**src/rtl/freq_meter.sv**
```systemverilog
// freq_meter: gated frequency counter.
// Counts rising edges of an asynchronous input over a window of GATE_CYCLES
// clk cycles and publishes the count once per window with a one-cycle strobe.
// Optional feature macro: DUTY_MEAS_EN adds high_out, the number of clk
// cycles the synchronised input was high during the same window.
//
// Handshake: freq_valid is a one-cycle strobe with no ready; freq_out, ovf
// (and high_out) change only in the cycle freq_valid is 1 and hold otherwise.
// State visibility: busy is the registered FSM state (1 = MEASURE).
module freq_meter #(
  parameter int GATE_CYCLES = 50000000,
  parameter int CNT_W       = 32,
  parameter int SYNC_STAGES = 2
) (
  input  logic             clk,
  input  logic             rst,
  input  logic             en,
  input  logic             sig_in,
  output logic [CNT_W-1:0] freq_out,
  output logic             freq_valid,
  output logic             ovf,
  output logic             busy
`ifdef DUTY_MEAS_EN
  ,
  output logic [CNT_W-1:0] high_out
`endif
);

  localparam int               GW        = $clog2(GATE_CYCLES);
  localparam logic [GW-1:0]    GATE_LAST = GW'(GATE_CYCLES - 1);
  localparam logic [CNT_W-1:0] CNT_MAX   = '1;

  localparam logic [0:0] S_IDLE    = 1'b0;
  localparam logic [0:0] S_MEASURE = 1'b1;

  logic [SYNC_STAGES-1:0] sync_q;
  logic                   prev_q;
  logic                   sync_s;
  logic                   rise;

  logic [0:0]       state_q;
  logic [GW-1:0]    gate_cnt;
  logic [CNT_W-1:0] edge_cnt;
  logic             sat;
  logic [CNT_W-1:0] edge_next;
  logic             sat_next;
  logic             last_cycle;

  assign sync_s     = sync_q[SYNC_STAGES-1];
  assign rise       = sync_s & ~prev_q;
  assign last_cycle = (gate_cnt == GATE_LAST);

  // Synchroniser and edge history; runs in every state so the first
  // window cycle already sees a valid previous sample.
  always_ff @(posedge clk) begin
    if (rst) begin
      sync_q <= '0;
      prev_q <= 1'b0;
    end else begin
      sync_q <= {sync_q[SYNC_STAGES-2:0], sig_in};
      prev_q <= sync_s;
    end
  end

  // Saturating edge count including the current cycle's rise; an increment
  // dropped at the ceiling marks the window as overflowed.
  always_comb begin
    edge_next = edge_cnt;
    sat_next  = sat;
    if (rise) begin
      if (edge_cnt == CNT_MAX) begin
        sat_next = 1'b1;
      end else begin
        edge_next = edge_cnt + CNT_W'(1);
      end
    end
  end

  // Gate FSM: window timing, counting, publish and abort.
  always_ff @(posedge clk) begin
    if (rst) begin
      state_q    <= S_IDLE;
      busy       <= 1'b0;
      gate_cnt   <= '0;
      edge_cnt   <= '0;
      sat        <= 1'b0;
      freq_out   <= '0;
      ovf        <= 1'b0;
      freq_valid <= 1'b0;
    end else begin
      freq_valid <= 1'b0;
      if (state_q == S_IDLE) begin
        gate_cnt <= '0;
        edge_cnt <= '0;
        sat      <= 1'b0;
        if (en) begin
          state_q <= S_MEASURE;
          busy    <= 1'b1;
        end
      end else if (last_cycle) begin
        // The final window cycle always publishes, even if en just dropped;
        // the next window starts on the same edge so no rise is lost.
        freq_out   <= edge_next;
        ovf        <= sat_next;
        freq_valid <= 1'b1;
        gate_cnt   <= '0;
        edge_cnt   <= '0;
        sat        <= 1'b0;
        if (!en) begin
          state_q <= S_IDLE;
          busy    <= 1'b0;
        end
      end else if (!en) begin
        // Abort: partial count is discarded, published values hold.
        state_q  <= S_IDLE;
        busy     <= 1'b0;
        gate_cnt <= '0;
        edge_cnt <= '0;
        sat      <= 1'b0;
      end else begin
        gate_cnt <= gate_cnt + GW'(1);
        edge_cnt <= edge_next;
        sat      <= sat_next;
      end
    end
  end

`ifdef DUTY_MEAS_EN
  logic [CNT_W-1:0] high_cnt;
  logic [CNT_W-1:0] high_next;

  // Saturating high-time count including the current cycle.
  always_comb begin
    high_next = high_cnt;
    if (sync_s && (high_cnt != CNT_MAX)) begin
      high_next = high_cnt + CNT_W'(1);
    end
  end

  // High-time counter follows the same window, publish and abort rules.
  always_ff @(posedge clk) begin
    if (rst) begin
      high_cnt <= '0;
      high_out <= '0;
    end else if (state_q == S_IDLE) begin
      high_cnt <= '0;
    end else if (last_cycle) begin
      high_out <= high_next;
      high_cnt <= '0;
    end else if (!en) begin
      high_cnt <= '0;
    end else begin
      high_cnt <= high_next;
    end
  end
`endif

endmodule

```
**config.mk**
```make
export PLATFORM = sky130hd
export DESIGN_NAME = freq_meter
export DESIGN_NICKNAME = d
export VERILOG_FILES = /design/src/rtl/freq_meter.sv
export SDC_FILE = /design/constraint.sdc
export NUM_CORES = 1
export LEC_CHECK = 0
export ABC_AREA = 1
export BUFFER_PORTS_ARGS = -buffer_cell sky130_fd_sc_hd__clkbuf_2
export CORE_MARGIN = 10
export CORE_UTILIZATION = 40
export CTS_CLUSTER_SIZE = 30
export DETAILED_ROUTE_END_ITERATION = 10
export GPL_TIMING_DRIVEN = 0
export SETUP_SLACK_MARGIN = 0.3
export SLEW_MARGIN = 10
export SYNTH_ARGS = -nofsm -noshare
export SYNTH_HDL_FRONTEND = slang
export SYNTH_SLANG_ARGS = --single-unit
```
**constraint.sdc**
```tcl
create_clock -name clk -period 1.95 [get_ports clk]
set_input_delay 0.39 -clock clk [delete_from_list [all_inputs] [get_ports clk]]
set_output_delay 0.39 -clock clk [all_outputs]
set_load 0.05 [all_outputs]
```
==> impl_metrics.env, run 1 <==
export IMPL_syn_inst=778
export IMPL_tightest_slew_ns=0.723
export IMPL_synth_simple_area_share_pct=40.2
export IMPL_worst_hold_slack_ns=0.219
export IMPL_overflow=0
export IMPL_area_delta_synth_final_pct=48.8
export IMPL_syn_area_um2=5230
export IMPL_synth_main_ff_cell="dfxtp_1"
export IMPL_wl_mm=17.6
export IMPL_crit_start="edge_cnt[0]$_SDFF_PP0_"
export IMPL_post_route_period_util_pct=93.2
export IMPL_worstRegToRegCells=12
export IMPL_final_cell_area_um2=7780
export IMPL_die_height_um=134
export IMPL_viasPerCell=5.13
export IMPL_cp_arrival_ns=2.08
export IMPL_fin_crit_ns=1.82
export IMPL_hold_viol_final=0
export IMPL_drc=0
export IMPL_ff2ff_setup_slack_ns=0.13
export IMPL_cts_root_buf="clkbuf_16"
export IMPL_htree_levels=3
export IMPL_final_common_cell="nand2_1"
export IMPL_numClockSinks=98
export IMPL_synth_async_reset_ratio_pct=0
export IMPL_ys_seq_area_share_pct=37.5
export IMPL_yosys_area_top_type_share_pct=37.5
export IMPL_setup_viol=0
export IMPL_ys_warnings_count=0
export IMPL_path_depth=12
export IMPL_antennaDiodeCount=0
export IMPL_muxShareOfSynthArea_pct=0
export IMPL_critPathMaxStageDelay_ns=0.37
export IMPL_die_x_um=134
export IMPL_ir_drop_uv=367
export IMPL_slew_violations=0
export IMPL_most_common_layout_cells="nand2_1 (167), inv_1 (102), nor2_1 (60), dfxtp_1 (60), a21oi_2 (40)"
export IMPL_grt_pass1_wl_mm=26.9
export IMPL_yosysUniqueCellTypes=35
export IMPL_final_nets=899
export IMPL_core_area_um2=12700
export IMPL_outcome="finished, final reports clean"
export IMPL_synth_nets=785
export IMPL_synth_top_cell_by_area="dfxtp_1"
export IMPL_r2r_end="freq_out[23]$_SDFFE_PP0P_"
export IMPL_clock_latency_ns=0.36
export IMPL_clkTransAtPathRegs_ns=0.07
export IMPL_instances_no_fill=1069
export IMPL_holdBufCountCts=0
export IMPL_drive_above_1_share_pct=42.5
export IMPL_crit_reg2reg_launch="edge_cnt[0]$_SDFF_PP0_"
export IMPL_max_freq_mhz=550
export IMPL_gp_congestion=0.916
export IMPL_critPathRequiredTime_ns=2.21
export IMPL_cts_tree="built"
export IMPL_grt_usage_pct=18.7
export IMPL_numCtsBuffers=9
export IMPL_relSlewSlack_pct=51.8
export IMPL_vias=5485
export IMPL_postRouteAntennaNets=0
export IMPL_maxCapViolations=0
export IMPL_antenna_found_initial=0
export IMPL_dp_cells=988
export IMPL_p_per_area_nw_per_um2=541
export IMPL_synth_top_family_by_area="simple AND/OR/NAND/NOR gates"
export IMPL_pin_count=39
export IMPL_worst_setup_path_type="reg2reg"
export IMPL_yosys_top_cells_area="dfxtp_1 (38%), nand2_1 (15%), inv_1 (8.1%), a21oi_1 (6.3%), nor2_1 (5.9%)"
export IMPL_io_buffers=38
export IMPL_place_area_um2=5640
export IMPL_finish_utilization_pct=61.2
export IMPL_cp_endpoint="freq_out[23]$_SDFFE_PP0P_"
export IMPL_slowest_stage="dfxtp_4"
export IMPL_die_area_um2=18100
export IMPL_first_pass_iters=6
export IMPL_syn_avg_cell_area_um2=6.72
export IMPL_cp_cell_sequence="ha_4 > nand2_4 > nor2_4 > nand2_2 > nor2_4 > nand3_4 > buf_12 > buf_12 > nand3b_1 > nand3_2 > nand2_1 > inv_1"
export IMPL_initial_core_util_pct=41.1
export IMPL_critPathCaptureType="flip-flop"
export IMPL_clockBufferDepth=2
export IMPL_rsz0062_at_grt="true"
export IMPL_synth_xor_area_share_pct=1.67
export IMPL_wl_per_cell_um=16.5
export IMPL_grt_pass1_vias=5233
export IMPL_synthAdderAreaFrac_pct=0.718
export IMPL_drt_iter0_markers=339
export IMPL_nFillCells=1167
export IMPL_critical_path_buf_inv_count=3
export IMPL_hp_class="in2reg"
export IMPL_rows=41
export IMPL_crit_family="simple AND/OR/NAND/NOR gates"
export IMPL_worstPathMaxFanout=8
export IMPL_startpoint_type="flip-flop"
export IMPL_grt_max_degree=17
export IMPL_synth_edf_count=0
export IMPL_dp_hpwl_mm=11.8
export IMPL_p_leak_nw=2.90
export IMPL_skew_ns=0.00671
export IMPL_ys_ff_latch=98
export IMPL_synth_compound_area_share_pct=8.18
## cells by family after synthesis
family / after synthesis
fa+ha+maj: 3
xor+xnor: 10
flops: 98
simple gates: 448
buf+inv: 140
compound gates: 79
## worst min path at each step
stage,from,endpoint,slack [ns],cells past startpoint
after floorplan,sync_q[0]$_SDFF_PP0_,sync_q[1]$_SDFF_PP0_,0.39,2
after global placement,sync_q[0]$_SDFF_PP0_,sync_q[1]$_SDFF_PP0_,0.40,2
after detailed placement,sync_q[0]$_SDFF_PP0_,sync_q[1]$_SDFF_PP0_,0.40,2
after CTS,sig_in,sync_q[0]$_SDFF_PP0_,0.22,3
after global routing,en,state_q$_SDFF_PP0_,0.26,3
final,sig_in,sync_q[0]$_SDFF_PP0_,0.22,3
## worst min-delay path: cells and delay by family
kind | cells | cell delay (ns)
AND/OR/NAND/NOR | 1 | 0.03
buffers and inverters | 2 | 0.12
## Yosys cell counts, drive strengths merged (3+ instances only)
cell type	instances
nand3	70
nand2	213
nand4	26
a21oi	73
nor2	92
buf	18
dfxtp	98
clkbuf	4
or2	7
xnor2	5
o21ai	3
nand3b	14
xor2	5
inv	116
ha	3
nor3	22
## state kept, by name, summed over array words and instances (netlist names)
register    count
freq_valid      1
edge_cnt       32
sat             1
sync_q          2
ovf             1
busy            1
freq_out       32
prev_q          1
gate_cnt       26
state_q         1
## final cells by class
cell class	instances	area (um2)	share of cell area, %
Buffer	22	287	3.68
Clock buffer	10	229	2.94
Clock inverter	6	113	1.45
Inverter	118	448	5.76
Multi-Input combinational cell	540	3470	44.5
Sequential cell	98	2020	25.9
Tap cell	172	215	2.77
Timing Repair Buffer	103	1010	12.9
## power breakdown
group          switching, mW  total [mW]  internal [mW]
Sequential           0.00457        2.01           2.00
Combinational         0.0768       0.121         0.0444
Clock                  0.823        2.08           1.26
## per-stage QoR
stage               total power [mW]  TNS, ns  setup WS, ns
floorplan                       2.10        0         0.338
CTS                             4.22        0         0.162
finish                          4.21        0         0.132
detailed placement              2.13    -2.91        -0.149
global placement                2.13    -1.64        -0.135
global route                    4.33        0        0.0666
## routing by layer
layer / track usage [%] / vias up / wire (um)
met1: 23.1 / 2620 / 7830
met2: 31.3 / 123 / 8740
met5: 0 / - / 0
li1: - / 2716 / -
met4: 7.86 / 0 / 412
met3: 3.32 / 26 / 617
## what timing repair did
action | CTS | global route
gates cloned | 6 | 4
pin swaps | 25 | 39
setup buffers | 36 | 19
endpoints found under the setup margin | 93 | 92
resized for setup | 142 | 153
Power figures use the tool's default switching activity.
==> run 2: changes to the inputs <==
--- a/config.mk
+++ b/config.mk
@@ -7,11 +7,14 @@
 export LEC_CHECK = 0
 export ABC_AREA = 1
 export BUFFER_PORTS_ARGS = -buffer_cell sky130_fd_sc_hd__clkbuf_2
+export CELL_PAD_IN_SITES_DETAIL_PLACEMENT = 0
+export CELL_PAD_IN_SITES_GLOBAL_PLACEMENT = 2
 export CORE_MARGIN = 10
-export CORE_UTILIZATION = 40
+export CORE_UTILIZATION = 34
 export CTS_CLUSTER_SIZE = 30
 export DETAILED_ROUTE_END_ITERATION = 10
 export GPL_TIMING_DRIVEN = 0
+export PLACE_DENSITY_LB_ADDON = 0.1
 export SETUP_SLACK_MARGIN = 0.3
 export SLEW_MARGIN = 10
 export SYNTH_ARGS = -nofsm -noshare
==> run 2 against run 1 <==
Register-to-register slack better by 0.07 ns; critical path depth unchanged; non-clock buffer count down 27; global-route usage down 2.5 points; clock-buffer cell count up 1; routed wire length down 4.2%; clock power down 19%; largest cell class unchanged.
==> impl_metrics.env, run 2 (synthesis gave the netlist of run 1 again) <==
export IMPL_largestRegisters="edge_cnt x32, freq_out x32, gate_cnt x26"
export IMPL_die_area_um2=20700
export IMPL_p_leak_nw=2.69
export IMPL_cts_root_buf="clkbuf_16"
export IMPL_drc=0
export IMPL_rsz0062_at_grt="true"
export IMPL_drive_above_1_share_pct=39.9
export IMPL_postRouteAntennaNets=0
export IMPL_most_common_layout_cells="nand2_1 (146), inv_1 (104), dfxtp_1 (65)"
export IMPL_tightest_slew_ns=0.761
export IMPL_fin_crit_ns=1.75
export IMPL_critPathRequiredTime_ns=2.21
export IMPL_grt_max_degree=17
export IMPL_htree_levels=3
export IMPL_wl_per_cell_um=15.9
export IMPL_worstPathMaxFanout=5
export IMPL_pwr_share_clk_pct=44.7
export IMPL_hp_class="in2reg"
export IMPL_final_cell_area_um2=7270
export IMPL_switching_share_pct=23.5
export IMPL_io_buffers=38
export IMPL_seqPwrFrac_pct=53.0
export IMPL_die_height_um=144
export IMPL_numCtsBuffers=9
export IMPL_relSlewSlack_pct=49.3
export IMPL_critPathCaptureType="flip-flop"
export IMPL_pre_cts_slack_ns=-0.134
export IMPL_pin_count=39
export IMPL_skew_ns=0.00882
export IMPL_place_area_um2=5660
export IMPL_grt_pass1_wl_mm=25.7
export IMPL_die_x_um=144
export IMPL_internal_power_mw=2.89
export IMPL_clockBufferDepth=2
export IMPL_first_pass_iters=4
export IMPL_setup_viol=0
export IMPL_post_route_period_util_pct=89.9
export IMPL_holdBufCountCts=0
export IMPL_initial_core_util_pct=34.5
export IMPL_antenna_found_initial=0
export IMPL_vias=5136
export IMPL_combPwrFrac_pct=2.3
export IMPL_outcome="finished, final reports clean"
export IMPL_ir_drop_uv=394
export IMPL_viasPerCell=4.85
export IMPL_switching_power_uw=888
export IMPL_cts_tree="built"
export IMPL_rows=45
export IMPL_area_delta_synth_final_pct=38.9
export IMPL_core_area_um2=15100
export IMPL_clkTransAtPathRegs_ns=0.07
export IMPL_final_common_cell="nand2_1"
export IMPL_startpoint_type="flip-flop"
export IMPL_grt_pass1_vias=4917
export IMPL_fin_ws_ns=0.197
export IMPL_dp_hpwl_mm=12.0
export IMPL_final_nets=872
export IMPL_tns_ns=0
export IMPL_slew_violations=0
export IMPL_worst_setup_path_type="reg2reg"
export IMPL_overflow=0
export IMPL_clock_latency_ns=0.35
export IMPL_gp_congestion=0.872
export IMPL_antennaDiodeCount=0
export IMPL_max_freq_mhz=571
export IMPL_hold_viol_final=0
export IMPL_maxCapViolations=0
export IMPL_p_per_area_nw_per_um2=520
export IMPL_drt_iter0_markers=192
export IMPL_grt_usage_pct=16.2
export IMPL_wl_mm=16.9
export IMPL_numClockSinks=98
export IMPL_cp_arrival_ns=2.01
-- run 2: cell count changes in the layout (fill, tap and decap cells not counted), moves of 5 or more --
| cell | change |
|---|---|
| a21oi_1 | +10 |
| buf_8 | -5 |
| dfxtp_2 | -6 |
| a21oi_2 | -9 |
| nand3_1 | +5 |
| dfxtp_1 | +5 |
| nand2_2 | +14 |
| nand2_4 | +7 |
| buf_4 | -15 |
| nand2_1 | -21 |
| buf_12 | -6 |
| nand3_4 | -9 |
-- run 2: path summary, 6_finish.rpt --
check                                       startpoint                        end  slack, ns  depth (start not counted)
worst max register to register  gate_cnt[1]$_SDFF_PP0_  freq_out[14]$_SDFFE_PP0P_       0.20                         12
worst min register to register    sync_q[0]$_SDFF_PP0_       sync_q[1]$_SDFF_PP0_       0.41                          2
worst max-delay path            gate_cnt[1]$_SDFF_PP0_  freq_out[14]$_SDFFE_PP0P_       0.20                         12
worst min-delay path                            sig_in       sync_q[0]$_SDFF_PP0_       0.22                          3
-- run 2: power by group through the flow --
stage | sequential [mW] | combinational (mW) | clock, mW
after detailed placement | 2.06 | 0.0738 | 0
final | 2.00 | 0.0878 | 1.69
after CTS | 2.01 | 0.0792 | 1.77
after global routing | 2.00 | 0.0948 | 1.84
after global placement | 2.06 | 0.0736 | 0
after floorplan | 2.06 | 0.0377 | 0
-- run 2: area by class of cell --
class | count | area (um2)
Fill cell | 1574 | 7880
Timing Repair Buffer | 76 | 643
Tap cell | 188 | 235
Sequential cell | 98 | 2020
Buffer | 22 | 251
Inverter | 118 | 450
Clock inverter | 5 | 38.8
Clock buffer | 11 | 233
Multi-Input combinational cell | 540 | 3400
-- run 2: layer usage --
layer / vias up / part of all wire, % / global-route usage [%]
li1: 2658 / - / -
met1: 2376 / 43 / 18.4
met2: 72 / 51 / 28.8
met3: 30 / 3.0 / 2.85
met4: 0 / 3.2 / 7.31
met5: - / 0 / 0
-- run 2: metrics by stage --
step | hold slack (ns) | power, mW | cells | util [%]
2_1_floorplan | 0.388 | 2.10 | 778 | -
3_3_place_gp | 0.401 | 2.13 | 1004 | 37.3
3_5_place_dp | 0.402 | 2.13 | 1004 | 37.3
4_1_cts | 0.210 | 3.86 | 1043 | 43.4
5_1_grt | 0.219 | 3.94 | 1058 | 48.0
6_report | 0.225 | 3.78 | 1058 | 48.0
-- run 2: critical path, stage by stage (launching register included) --
cell     delay [ns]
dfxtp_2        0.35
ha_4           0.14
nand2_2        0.06
inv_4          0.08
nand3_4        0.11
nor3_4         0.15
nand2_2        0.13
nor2_8         0.19
buf_12         0.13
buf_12         0.11
nand3_2        0.09
nand2_1        0.07
inv_1          0.03
-- run 2: what timing repair did --
item | in CTS | in global routing
resized for setup | 106 | 172
setup buffers | 19 | 14
cloned | 4 | 1
endpoints found under the setup margin | 93 | 92
pin swaps | 32 | 60
